**src/rtl/lsq_pkg.sv**
```systemverilog
// Shared definitions for the load/store queue: access-size encodings, XLEN,
// FSM states and the packed queue entry. Optional feature macro: LSQ_BUS_ERR_EN.
package lsq_pkg;

  localparam int RV_XLEN = 32;

  localparam logic [2:0] LS_B  = 3'b000;
  localparam logic [2:0] LS_H  = 3'b001;
  localparam logic [2:0] LS_W  = 3'b010;
  localparam logic [2:0] LS_BU = 3'b100;
  localparam logic [2:0] LS_HU = 3'b101;

  typedef enum logic [1:0] {
    LSQ_IDLE = 2'd0,
    LSQ_REQ  = 2'd1,
    LSQ_RSP  = 2'd2
  } lsq_state_e;

  typedef struct packed {
    logic               write;
    logic [1:0]         hpl;
    logic [2:0]         funct3;
    logic [4:0]         regd;
    logic [RV_XLEN-1:0] data;
    logic [RV_XLEN-1:0] addr;
  } lsq_entry_t;

endpackage

```
**src/rtl/lsq_fifo.sv**
```systemverilog
// Synchronous FIFO holding queue entries; pointers wrap naturally and
// full_o is derived from the occupancy count alone.
module lsq_fifo #(
  parameter int DEPTH = 4,
  parameter int WIDTH = 8
) (
  input  logic                     clk_i,
  input  logic                     resetb_i,
  input  logic                     clk_en_i,
  input  logic                     push_i,
  input  logic                     pop_i,
  input  logic [WIDTH-1:0]         wdata_i,
  output logic [WIDTH-1:0]         rdata_o,
  output logic                     full_o,
  output logic                     empty_o,
  output logic [$clog2(DEPTH):0]   count_o
);

  localparam int PW = $clog2(DEPTH);
  localparam int CW = PW + 1;

  logic [WIDTH-1:0] mem_q [DEPTH];
  logic [PW-1:0]    wptr_q, wptr_d, rptr_q, rptr_d;
  logic [CW-1:0]    count_q, count_d;
  logic             do_push, do_pop;

  assign full_o  = (count_q == CW'(DEPTH));
  assign empty_o = (count_q == '0);
  assign count_o = count_q;
  assign rdata_o = mem_q[rptr_q];

  assign do_push = clk_en_i & push_i & ~full_o;
  assign do_pop  = clk_en_i & pop_i & ~empty_o;

  always_comb begin
    wptr_d  = do_push ? wptr_q + PW'(1) : wptr_q;
    rptr_d  = do_pop  ? rptr_q + PW'(1) : rptr_q;
    count_d = count_q;
    if (do_push && !do_pop) count_d = count_q + CW'(1);
    if (do_pop && !do_push) count_d = count_q - CW'(1);
  end

  always_ff @(posedge clk_i or negedge resetb_i) begin
    if (!resetb_i) begin
      wptr_q  <= '0;
      rptr_q  <= '0;
      count_q <= '0;
    end else begin
      wptr_q  <= wptr_d;
      rptr_q  <= rptr_d;
      count_q <= count_d;
    end
  end

  // Entry storage is data only and needs no reset.
  always_ff @(posedge clk_i) begin
    if (do_push) mem_q[wptr_q] <= wdata_i;
  end

endmodule

```
**src/rtl/lsq.sv**
```systemverilog
// Load/store queue: in-order issue over a single-outstanding data bus, with
// store alignment and load extension. Optional feature macro: LSQ_BUS_ERR_EN.
module lsq
  import lsq_pkg::*;
#(
  parameter int DEPTH = 4
) (
  input  logic               clk_i,
  input  logic               resetb_i,
  input  logic               clk_en_i,
  output logic               full_o,
  input  logic               lq_wr_i,
  input  logic               sq_wr_i,
  input  logic [1:0]         hpl_i,
  input  logic [2:0]         funct3_i,
  input  logic [4:0]         regd_addr_i,
  input  logic [RV_XLEN-1:0] regs2_data_i,
  input  logic [RV_XLEN-1:0] addr_i,
  output logic               dreq_valid_o,
  input  logic               dreq_ready_i,
  output logic               dreq_write_o,
  output logic [1:0]         dreq_hpl_o,
  output logic [RV_XLEN-1:0] dreq_addr_o,
  output logic [3:0]         dreq_be_o,
  output logic [RV_XLEN-1:0] dreq_data_o,
  input  logic               drsp_valid_i,
  input  logic [RV_XLEN-1:0] drsp_data_i,
`ifdef LSQ_BUS_ERR_EN
  input  logic               drsp_err_i,
  output logic               bus_err_o,
  output logic [RV_XLEN-1:0] bus_err_addr_o,
`endif
  output logic               wb_wr_o,
  output logic [4:0]         wb_addr_o,
  output logic [RV_XLEN-1:0] wb_data_o
);

  localparam int CW = $clog2(DEPTH) + 1;

  function automatic logic [3:0] byte_en(input logic [2:0] f3, input logic [1:0] a);
    case (f3[1:0])
      2'b00:   byte_en = 4'b0001 << a;
      2'b01:   byte_en = 4'b0011 << {a[1], 1'b0};
      default: byte_en = 4'b1111;
    endcase
  endfunction

  function automatic logic [RV_XLEN-1:0] store_align(input logic [2:0] f3,
                                                     input logic [RV_XLEN-1:0] d);
    case (f3[1:0])
      2'b00:   store_align = {4{d[7:0]}};
      2'b01:   store_align = {2{d[15:0]}};
      default: store_align = d;
    endcase
  endfunction

  function automatic logic [RV_XLEN-1:0] load_extend(input logic [2:0] f3,
                                                     input logic [1:0] a,
                                                     input logic [RV_XLEN-1:0] w);
    logic [RV_XLEN-1:0] s;
    s = w >> {a, 3'b000};
    case (f3)
      LS_B:    load_extend = {{24{s[7]}}, s[7:0]};
      LS_H:    load_extend = {{16{s[15]}}, s[15:0]};
      LS_BU:   load_extend = {24'd0, s[7:0]};
      LS_HU:   load_extend = {16'd0, s[15:0]};
      default: load_extend = s;
    endcase
  endfunction

  lsq_state_e         state_q, state_d;
  lsq_entry_t         push_ent, head;
  logic               empty, push_acc, pop, more, rsp_err, wb_fire;
  logic [CW-1:0]      count;
  logic               wb_wr_q;
  logic [4:0]         wb_addr_q;
  logic [RV_XLEN-1:0] wb_data_q;

  assign push_ent = '{write: sq_wr_i, hpl: hpl_i, funct3: funct3_i, regd: regd_addr_i,
                      data: regs2_data_i, addr: addr_i};

  lsq_fifo #(.DEPTH(DEPTH), .WIDTH($bits(lsq_entry_t))) u_fifo (
    .clk_i    (clk_i),
    .resetb_i (resetb_i),
    .clk_en_i (clk_en_i),
    .push_i   (lq_wr_i | sq_wr_i),
    .pop_i    (pop),
    .wdata_i  (push_ent),
    .rdata_o  (head),
    .full_o   (full_o),
    .empty_o  (empty),
    .count_o  (count)
  );

`ifdef LSQ_BUS_ERR_EN
  assign rsp_err = drsp_err_i;
`else
  assign rsp_err = 1'b0;
`endif

  assign push_acc = clk_en_i & (lq_wr_i | sq_wr_i) & ~full_o;
  assign pop      = clk_en_i & (state_q == LSQ_RSP) & drsp_valid_i;
  // An accepted push in the pop cycle keeps the queue non-empty.
  assign more     = (count > CW'(1)) | push_acc;
  assign wb_fire  = pop & ~head.write & ~rsp_err;

  always_comb begin
    state_d      = state_q;
    dreq_valid_o = 1'b0;
    dreq_write_o = 1'b0;
    dreq_hpl_o   = '0;
    dreq_addr_o  = '0;
    dreq_be_o    = '0;
    dreq_data_o  = '0;
    case (state_q)
      LSQ_IDLE: if (!empty) state_d = LSQ_REQ;
      LSQ_REQ: begin
        dreq_valid_o = 1'b1;
        dreq_write_o = head.write;
        dreq_hpl_o   = head.hpl;
        dreq_addr_o  = {head.addr[RV_XLEN-1:2], 2'b00};
        dreq_be_o    = byte_en(head.funct3, head.addr[1:0]);
        dreq_data_o  = store_align(head.funct3, head.data);
        if (dreq_ready_i) state_d = LSQ_RSP;
      end
      LSQ_RSP: if (drsp_valid_i) state_d = more ? LSQ_REQ : LSQ_IDLE;
      default: state_d = LSQ_IDLE;
    endcase
  end

  always_ff @(posedge clk_i or negedge resetb_i) begin
    if (!resetb_i) begin
      state_q   <= LSQ_IDLE;
      wb_wr_q   <= 1'b0;
      wb_addr_q <= '0;
      wb_data_q <= '0;
    end else if (clk_en_i) begin
      state_q <= state_d;
      wb_wr_q <= wb_fire;
      if (wb_fire) begin
        wb_addr_q <= head.regd;
        wb_data_q <= load_extend(head.funct3, head.addr[1:0], drsp_data_i);
      end
    end
  end

  assign wb_wr_o   = wb_wr_q;
  assign wb_addr_o = wb_addr_q;
  assign wb_data_o = wb_data_q;

`ifdef LSQ_BUS_ERR_EN
  logic               bus_err_q;
  logic [RV_XLEN-1:0] bus_err_addr_q;

  always_ff @(posedge clk_i or negedge resetb_i) begin
    if (!resetb_i) begin
      bus_err_q      <= 1'b0;
      bus_err_addr_q <= '0;
    end else if (clk_en_i) begin
      bus_err_q <= pop & drsp_err_i;
      if (pop & drsp_err_i) bus_err_addr_q <= head.addr;
    end
  end

  assign bus_err_o      = bus_err_q;
  assign bus_err_addr_o = bus_err_addr_q;
`endif

  a_single_push: assert property (@(posedge clk_i) disable iff (!resetb_i)
                                  !(lq_wr_i && sq_wr_i));

endmodule

```
**config.mk**
```make
export PLATFORM = sky130hd
export DESIGN_NAME = lsq
export DESIGN_NICKNAME = d
export VERILOG_FILES = /design/src/rtl/lsq_pkg.sv /design/src/rtl/lsq_fifo.sv /design/src/rtl/lsq.sv
export SDC_FILE = /design/constraint.sdc
export NUM_CORES = 1
export LEC_CHECK = 0
export ABC_AREA = 1
export CAP_MARGIN = 0
export CORE_MARGIN = 2
export CORE_UTILIZATION = 45
export CTS_CLUSTER_DIAMETER = 100
export DETAILED_ROUTE_END_ITERATION = 6
export GPL_TIMING_DRIVEN = 0
export PLACE_DENSITY_LB_ADDON = 0.1
export SLEW_MARGIN = 10
export SYNTH_ARGS = -nofsm -noshare
export SYNTH_HDL_FRONTEND = slang
export SYNTH_SLANG_ARGS = --single-unit
export TNS_END_PERCENT = 20
```
**constraint.sdc**
```tcl
create_clock -name clk_i -period 5.9 [get_ports clk_i]
set_input_delay 1.18 -clock clk_i [delete_from_list [all_inputs] [get_ports clk_i]]
set_output_delay 1.18 -clock clk_i [all_outputs]
set_load 0.01 [all_outputs]
```
==> metrics, run 1 <==
worst hold start=wb_data_o[14]$_DFFE_PN0P_; Area growth syn-to-layout=29.46%; FILL cells=2635; FF-to-FF path depth=8; Flop pwr share=33.2%; leading area contributor after synthesis=edfxtp_1; reg2reg setup slack=3.10 ns; Syn Std Cell Area=14950 µm²; P_int=6235 µW; status=completed; Worst Hold Depth=2; critical path launch point type=flip-flop; core footprint=32620 µm²; Max Fclk=220.0 MHz; Post-DP Area=18130 µm²; Slew @ Worst Pin=1.219 ns; synth top area cells=edfxtp_1, dfrtp_1, nor2_1; Hold Vio Cnt, Final=0; crit-path max FO=10; Layout Nets=1718; remaining antenna violation count after routing=0; initial antenna violation count=8; reg-to-reg endpoint=u_fifo.mem_q[1][12]$_DFFE_PP_; Non-Filler Instances=2072; crit share post-route=77.04%; Cells after DPL=1998; Mapped Cells=1319; First DRT Iteration DRCs=856; Min-Delay Endpoint=wb_data_o[14]$_DFFE_PN0P_; Leakage=0.007186 µW; Seq/Total Area, Yosys=68.13%; DRC violations left=0; RSZ-0062 raised after global routing=no; hold slack=0.4817 ns; clock root cell=clkbuf_16; Clock Path Buffers=3; post-cts repair resize count=0; average cell area after synthesis=11.33 µm²; Num Clock Sinks=347; Slew HR=18.39%; final clock skew=0.01376 ns; PwrDens=516.7 nW/µm²; Net Sw Frac=37.66%; wire per inst=19.27 µm; post-DR vias/cell=5.177; Post-CTS Setup Bufs=0; via count of the first global-routing pass=10600; FF+latch count, synth=347; Overall Global Routing Usage=23.34%; DIE AREA=34690 µm²; CTS tree=yes; combinational power share=43.9%; vias=10730; min cycle time layout=4.545 ns; Worst VDD drop=0.2502 mV; GPL Wtd Cong=0.8686; GRT overflow=0; share of post-route cells with drive strength above 1=11.13%; die height=186.3 µm; iteration count of the initial detailed-routing pass=6; part of the power in the clock network=22.9%; H-tree Lvls=2; MaxCap Viol Count=0; P_sw=3766 µW; Synth top area share=60.26%; clock latency on the worst-skew pair=0.52 ns; setup tns final=0 ns; Yosys cell types=42; final WL=39.92 mm; initial cell density of the core=45.83%; Setup crit end kind=output pin; critical path type=reg -> out; worst min-delay path class=reg -> reg; RR Startpoint=u_fifo.count_o[0]$_DFFE_PN0P_; Final Max Tran Viols=0; required time worst endpoint=4.72 ns; die width=186.3 µm; IO Pins=224; final setup violation count=0; Worst-path clk slew=0.06 ns; row cnt=66; Ys Warns=0; post-route cell area=19350 µm²; CTS Buf Count=38; total chip power=10000 µW; Worst Path Arrival=3.37 ns; largest net degree at the start of global routing=34; DP Wirelength=27.58 mm; IO Port Bufs=221; first-pass GRT wire length=60.51 mm; post-cts hold buffer count=0
[per-stage QoR]
stage | worst slack [ns] | util [%]
floorplan | 0.7602 | -
global placement | -2.760 | 54.32
detailed placement | 1.897 | 55.57
CTS | 1.332 | 59.30
global route | 1.223 | 59.31
finish | 1.355 | 59.33
[placed cells by master (no fill, tap or decap), types with 23 or more instances in the layout]
master | netlist | layout
a21oi_1 | 53 | 53
buf_2 | 32 | 33
clkbuf_1 | 27 | 30
clkbuf_16 | 0 | 39
clkdlybuf4s50_1 | 0 | 220
dfrtp_1 | 47 | 47
edfxtp_1 | 300 | 300
inv_1 | 43 | 43
nand2_1 | 187 | 187
nand3_1 | 56 | 56
nand3_2 | 23 | 23
nor2_1 | 263 | 259
o21ai_0 | 144 | 144
[cells by family after synthesis]
| group | synth area share (%) |
|---|---|
| adders and majority gates | 0.7533 |
| other | 0.02508 |
| and+or+nand+nor | 17.01 |
| buffers and inverters | 4.419 |
| AOI/OAI and AO/OA | 9.315 |
| DFF | 68.13 |
| xor gates and xnor gates | 0.3515 |
[worst max-delay path by stage]
stage	startpoint	to	slack, ns	cells after the start
after floorplan	sq_wr_i	u_fifo.mem_q[0][0]$_DFFE_PP_	0.76	2
after global routing	u_fifo.rptr_q[1]$_DFFE_PN0P_	dreq_data_o[24]	1.22	9
after CTS	u_fifo.rptr_q[1]$_DFFE_PN0P_	dreq_data_o[24]	1.33	9
final	u_fifo.rptr_q[1]$_DFFE_PN0P_	dreq_data_o[24]	1.35	9
after detailed placement	u_fifo.rptr_q[1]$_DFFE_PN0P_	dreq_data_o[24]	1.90	9
after global placement	sq_wr_i	u_fifo.mem_q[1][44]$_DFFE_PP_	-2.76	3
[power by group through the flow]
| stage | logic (µW) | clock network (µW) | registers, µW |
|---|---|---|---|
| 2_1_floorplan | 2390 | 0 | 3430 |
| 3_3_place_gp | 4210 | 0 | 3440 |
| 3_5_place_dp | 4390 | 0 | 3370 |
| 4_1_cts | 4420 | 2330 | 3320 |
| 5_1_grt | 4830 | 2430 | 3360 |
| 6_report | 4390 | 2290 | 3320 |
[final cells by class]
type,count,area (µm²),area share [%]
Sequential cell,347,10180,52.62
Buffer,82,476.7,2.463
Timing Repair Buffer,236,2590,13.38
Inverter,47,183.9,0.9503
Tap cell,442,553.0,2.858
Clock buffer,42,987.2,5.101
Multi-Input combinational cell,844,4138,21.38
Clock inverter,28,230.2,1.190
Antenna cell,4,10.01,0.05172
[sequential cells by signal, indices dropped and copies added, names as in the netlist]
register,cells
state_q,2
u_fifo.count_o,3
u_fifo.mem_q,300
wb_wr_o,1
wb_data_o,32
wb_addr_o,5
u_fifo.rptr_q,2
u_fifo.wptr_q,2
[synthesized netlist by cell type (all sizes together)]
library cell / number
edfxtp: 300
nor2: 266
nand2: 201
o21ai: 152
nand3: 81
buf: 55
a21oi: 53
dfrtp: 47
inv: 47
clkbuf: 27
or2: 19
ha: 9
a32o: 8
and2: 8
o221ai: 8
o22a: 8
o22ai: 8
a31oi: 6
o211ai: 5
xor2: 4
nand4: 2
xnor2: 2
conb: 1
o2111ai: 1
o311ai: 1
[critical path, stage by stage, from the launching register on]
cell and delay [ns]:
dfrtp_1 0.36, buf_4 0.17, inv_4 0.10, buf_6 0.15, clkbuf_1 0.66, o21ai_0 0.22
o221ai_1 0.34, nand2_1 0.09, nor2_1 0.17, clkdlybuf4s50_1 0.57
[metal layers]
layer,track usage (%),vias to the layer above,part of all wire [%]
met1,31.06,5095,43
met4,7.087,8,2.6
met5,0,-,0.14
li1,-,5157,-
met2,38.45,391,47
met3,5.238,76,7.5
Note: power is estimated with default switching activity, not from simulation.
==> run 2, diff against run 1 <==
==> constraint.sdc (replaced) <==
create_clock -name clk_i -period 4.4 [get_ports clk_i]
set_input_delay 0.88 -clock clk_i [delete_from_list [all_inputs] [get_ports clk_i]]
set_output_delay 0.88 -clock clk_i [all_outputs]
set_load 0.01 [all_outputs]
==> results of run 2 <==
The final DEF is identical to that of run 1. Status: completed.
Main changes from that run: setup slack after placement 1.897 ns -> 0.6968 ns; setup slack after layout 1.355 ns -> 0.1547 ns; hold slack 0.4817 ns -> 0.2721 ns; register-to-register setup slack 3.10 ns -> 1.60 ns; total power 10000 µW -> 13410 µW; worst IR drop on VDD 0.2502 mV -> 0.3355 mV
==> run 3, diff against run 2 <==
--- a/config.mk
+++ b/config.mk
@@ -6,7 +6,7 @@
 export NUM_CORES = 1
 export LEC_CHECK = 0
 export ABC_AREA = 1
-export CAP_MARGIN = 0
+export CAP_MARGIN = 10
 export CORE_MARGIN = 2
 export CORE_UTILIZATION = 45
 export CTS_CLUSTER_DIAMETER = 100
==> metrics, run 3 (synthesis gave the netlist of run 1 again) <==
clock latency on the worst-skew pair=0.52 ns (about the same); MaxCap Viol Count=0 (unchanged); CTS tree=yes; FF-to-FF path depth=7 (-1); Clock Path Buffers=3 (unchanged); Slew HR=45.91% (+28 points); status=completed; First DRT Iteration DRCs=756 (-12%); GRT overflow=0 (unchanged); P_int=8551 µW; share of post-route cells with drive strength above 1=11.49% (+0.36 points); largest net degree at the start of global routing=34 (unchanged); FILL cells=2616 (-0.72%); critical path type=reg -> out; Slew @ Worst Pin=0.8114 ns (-0.4074 ns); initial antenna violation count=9 (+1); crit-path max FO=10 (unchanged); CTS Buf Count=38 (unchanged); Worst VDD drop=0.3129 mV; final setup violation count=0 (unchanged); number of flip-flops in the largest register=300 (unchanged); row cnt=66 (unchanged); GRT Max-Usage Layer=met2; final WL=40.00 mm (+0.19%); min cycle time layout=4.107 ns; Non-Filler Instances=2075 (+0.14%); GPL Wtd Cong=0.8686 (unchanged); die width=186.3 µm (unchanged); Overall Global Routing Usage=23.39% (+0.054 points); Top reg by flops=u_fifo.mem_q; Finished Core Util=59.65% (+0.31 points); first-pass GRT wire length=60.65 mm (+0.23%); Layout Nets=1719 (+0.058%); Final Max Tran Viols=0 (unchanged); Setup WS post-layout=0.2933 ns; part of the power in the clock network=24.1% (+1.2 points); IO Pins=224 (unchanged); crit share post-route=93.33%; clock root cell=clkbuf_16; via count of the first global-routing pass=10690 (+0.87%); iteration count of the initial detailed-routing pass=5 (-1); met1 usage=30.49% (-0.57 points); P_sw=5051 µW; Worst-path clk slew=0.06 ns (about the same); post-DR vias/cell=5.161 (-0.31%); required time worst endpoint=3.52 ns; met2 Track Usage GR=38.91% (+0.46 points); die height=186.3 µm (unchanged); DIE AREA=34690 µm² (unchanged); post-cts hold buffer count=0 (unchanged); remaining antenna violation count after routing=0 (unchanged); hold slack=0.2689 ns; Cells after DPL=1998 (unchanged); pre-CTS WS=0.6927 ns; PwrDens=699.1 nW/µm²; Num Clock Sinks=347 (unchanged); critical path launch point type=flip-flop; Area growth syn-to-layout=30.15%; core footprint=32620 µm² (unchanged); Net Sw Frac=37.13%; combinational power share=43.2% (-0.7 points); IO Port Bufs=221 (unchanged); Flop pwr share=32.7% (-0.5 points); H-tree Lvls=2 (unchanged); DP Wirelength=27.56 mm (about the same); Post-CTS Setup Bufs=0 (unchanged); reg2reg setup slack=1.88 ns; Setup crit end kind=output pin; DRC violations left=0 (unchanged); worst min-delay path class=in -> async; vias=10710 (-0.17%); initial cell density of the core=45.83% (unchanged); most frequent cells in the layout=edfxtp_1, nor2_1, clkdlybuf4s50_1; RSZ-0062 raised after global routing=no; Hold Vio Cnt, Final=0 (unchanged); Leakage=0.007236 µW (+0.69%); wire per inst=19.28 µm (about the same); final clock skew=0.01674 ns (+0.002977 ns); met3 usage=5.666% (+0.43 points); Worst Path Arrival=3.23 ns (-0.14 ns); post-cts repair resize count=0 (unchanged); Max Fclk=243.5 MHz; most common cell after layout, fill and taps aside=edfxtp_1
## run 3: cell count changes in the layout (fill, tap and decap cells not counted), moves of 2 or more
cell | previous run | this run
clkinv_1 | 11 | 7
bufinv_16 | 3 | 6
clkinv_2 | 9 | 11
clkinv_8 | 0 | 2
diode_2 | 4 | 6
inv_6 | 3 | 1
## run 3: metrics by stage
step	power [µW]	area, µm²	TNS, ns
finish	13600	19460	0
global route	14450	19450	0
CTS	13690	19430	0
detailed placement	10400	18130	0
global placement	10260	17720	-1161.85
floorplan	7795	14950	-131.93
## run 3: area by class of cell
cell class	instances	area (µm²)	share of cell area (%)
inverters	47	183.9	0.9453
repair buffers	237	2597	13.35
multi-input cells	844	4138	21.27
diodes	6	15.01	0.07717
clock inverters	28	310.3	1.595
flip-flops and latches	347	10180	52.35
clock buffers	42	997.2	5.125
plain buffers	82	476.7	2.450
well taps	442	553.0	2.842
## run 3: power groups by stage
stage / Clock (µW) / Sequential [µW] / Combinational (µW)
floorplan: 0 / 4590 / 3200
global placement: 0 / 4610 / 5650
detailed placement: 0 / 4510 / 5880
CTS: 3320 / 4450 / 5920
global route: 3460 / 4500 / 6490
finish: 3270 / 4450 / 5880
## run 3: path summary, 6_finish.rpt
| path | startpoint | end |
|---|---|---|
| hold / removal | resetb_i | wb_data_o[3]$_DFFE_PN0P_ |
| hold reg to reg | wb_data_o[14]$_DFFE_PN0P_ | wb_data_o[14]$_DFFE_PN0P_ |
| setup reg to reg | u_fifo.count_o[0]$_DFFE_PN0P_ | u_fifo.mem_q[2][24]$_DFFE_PP_ |
| setup / recovery | u_fifo.rptr_q[1]$_DFFE_PN0P_ | dreq_data_o[24] |
| min in group clk_i | wb_data_o[14]$_DFFE_PN0P_ | wb_data_o[14]$_DFFE_PN0P_ |
| max in group asynchronous | resetb_i | u_fifo.rptr_q[1]$_DFFE_PN0P_ |
## run 3: metal layers
layer / up-vias / routed length (µm) / share of wire [%]
met4: 6 / 965 / 2.4
met2: 370 / 19180 / 48
met5: - / 43 / 0.11
met3: 72 / 2977 / 7.4
li1: 5164 / - / -
met1: 5097 / 16830 / 42
## run 3: worst max-delay path: stages, from the launching register on
cell,delay (ns)
dfrtp_1,0.36
buf_4,0.17
inv_4,0.10
buf_6,0.16
clkbuf_1,0.57
o21ai_0,0.21
o221ai_1,0.29
nand2_1,0.10
nor2_1,0.17
clkdlybuf4s50_1,0.57
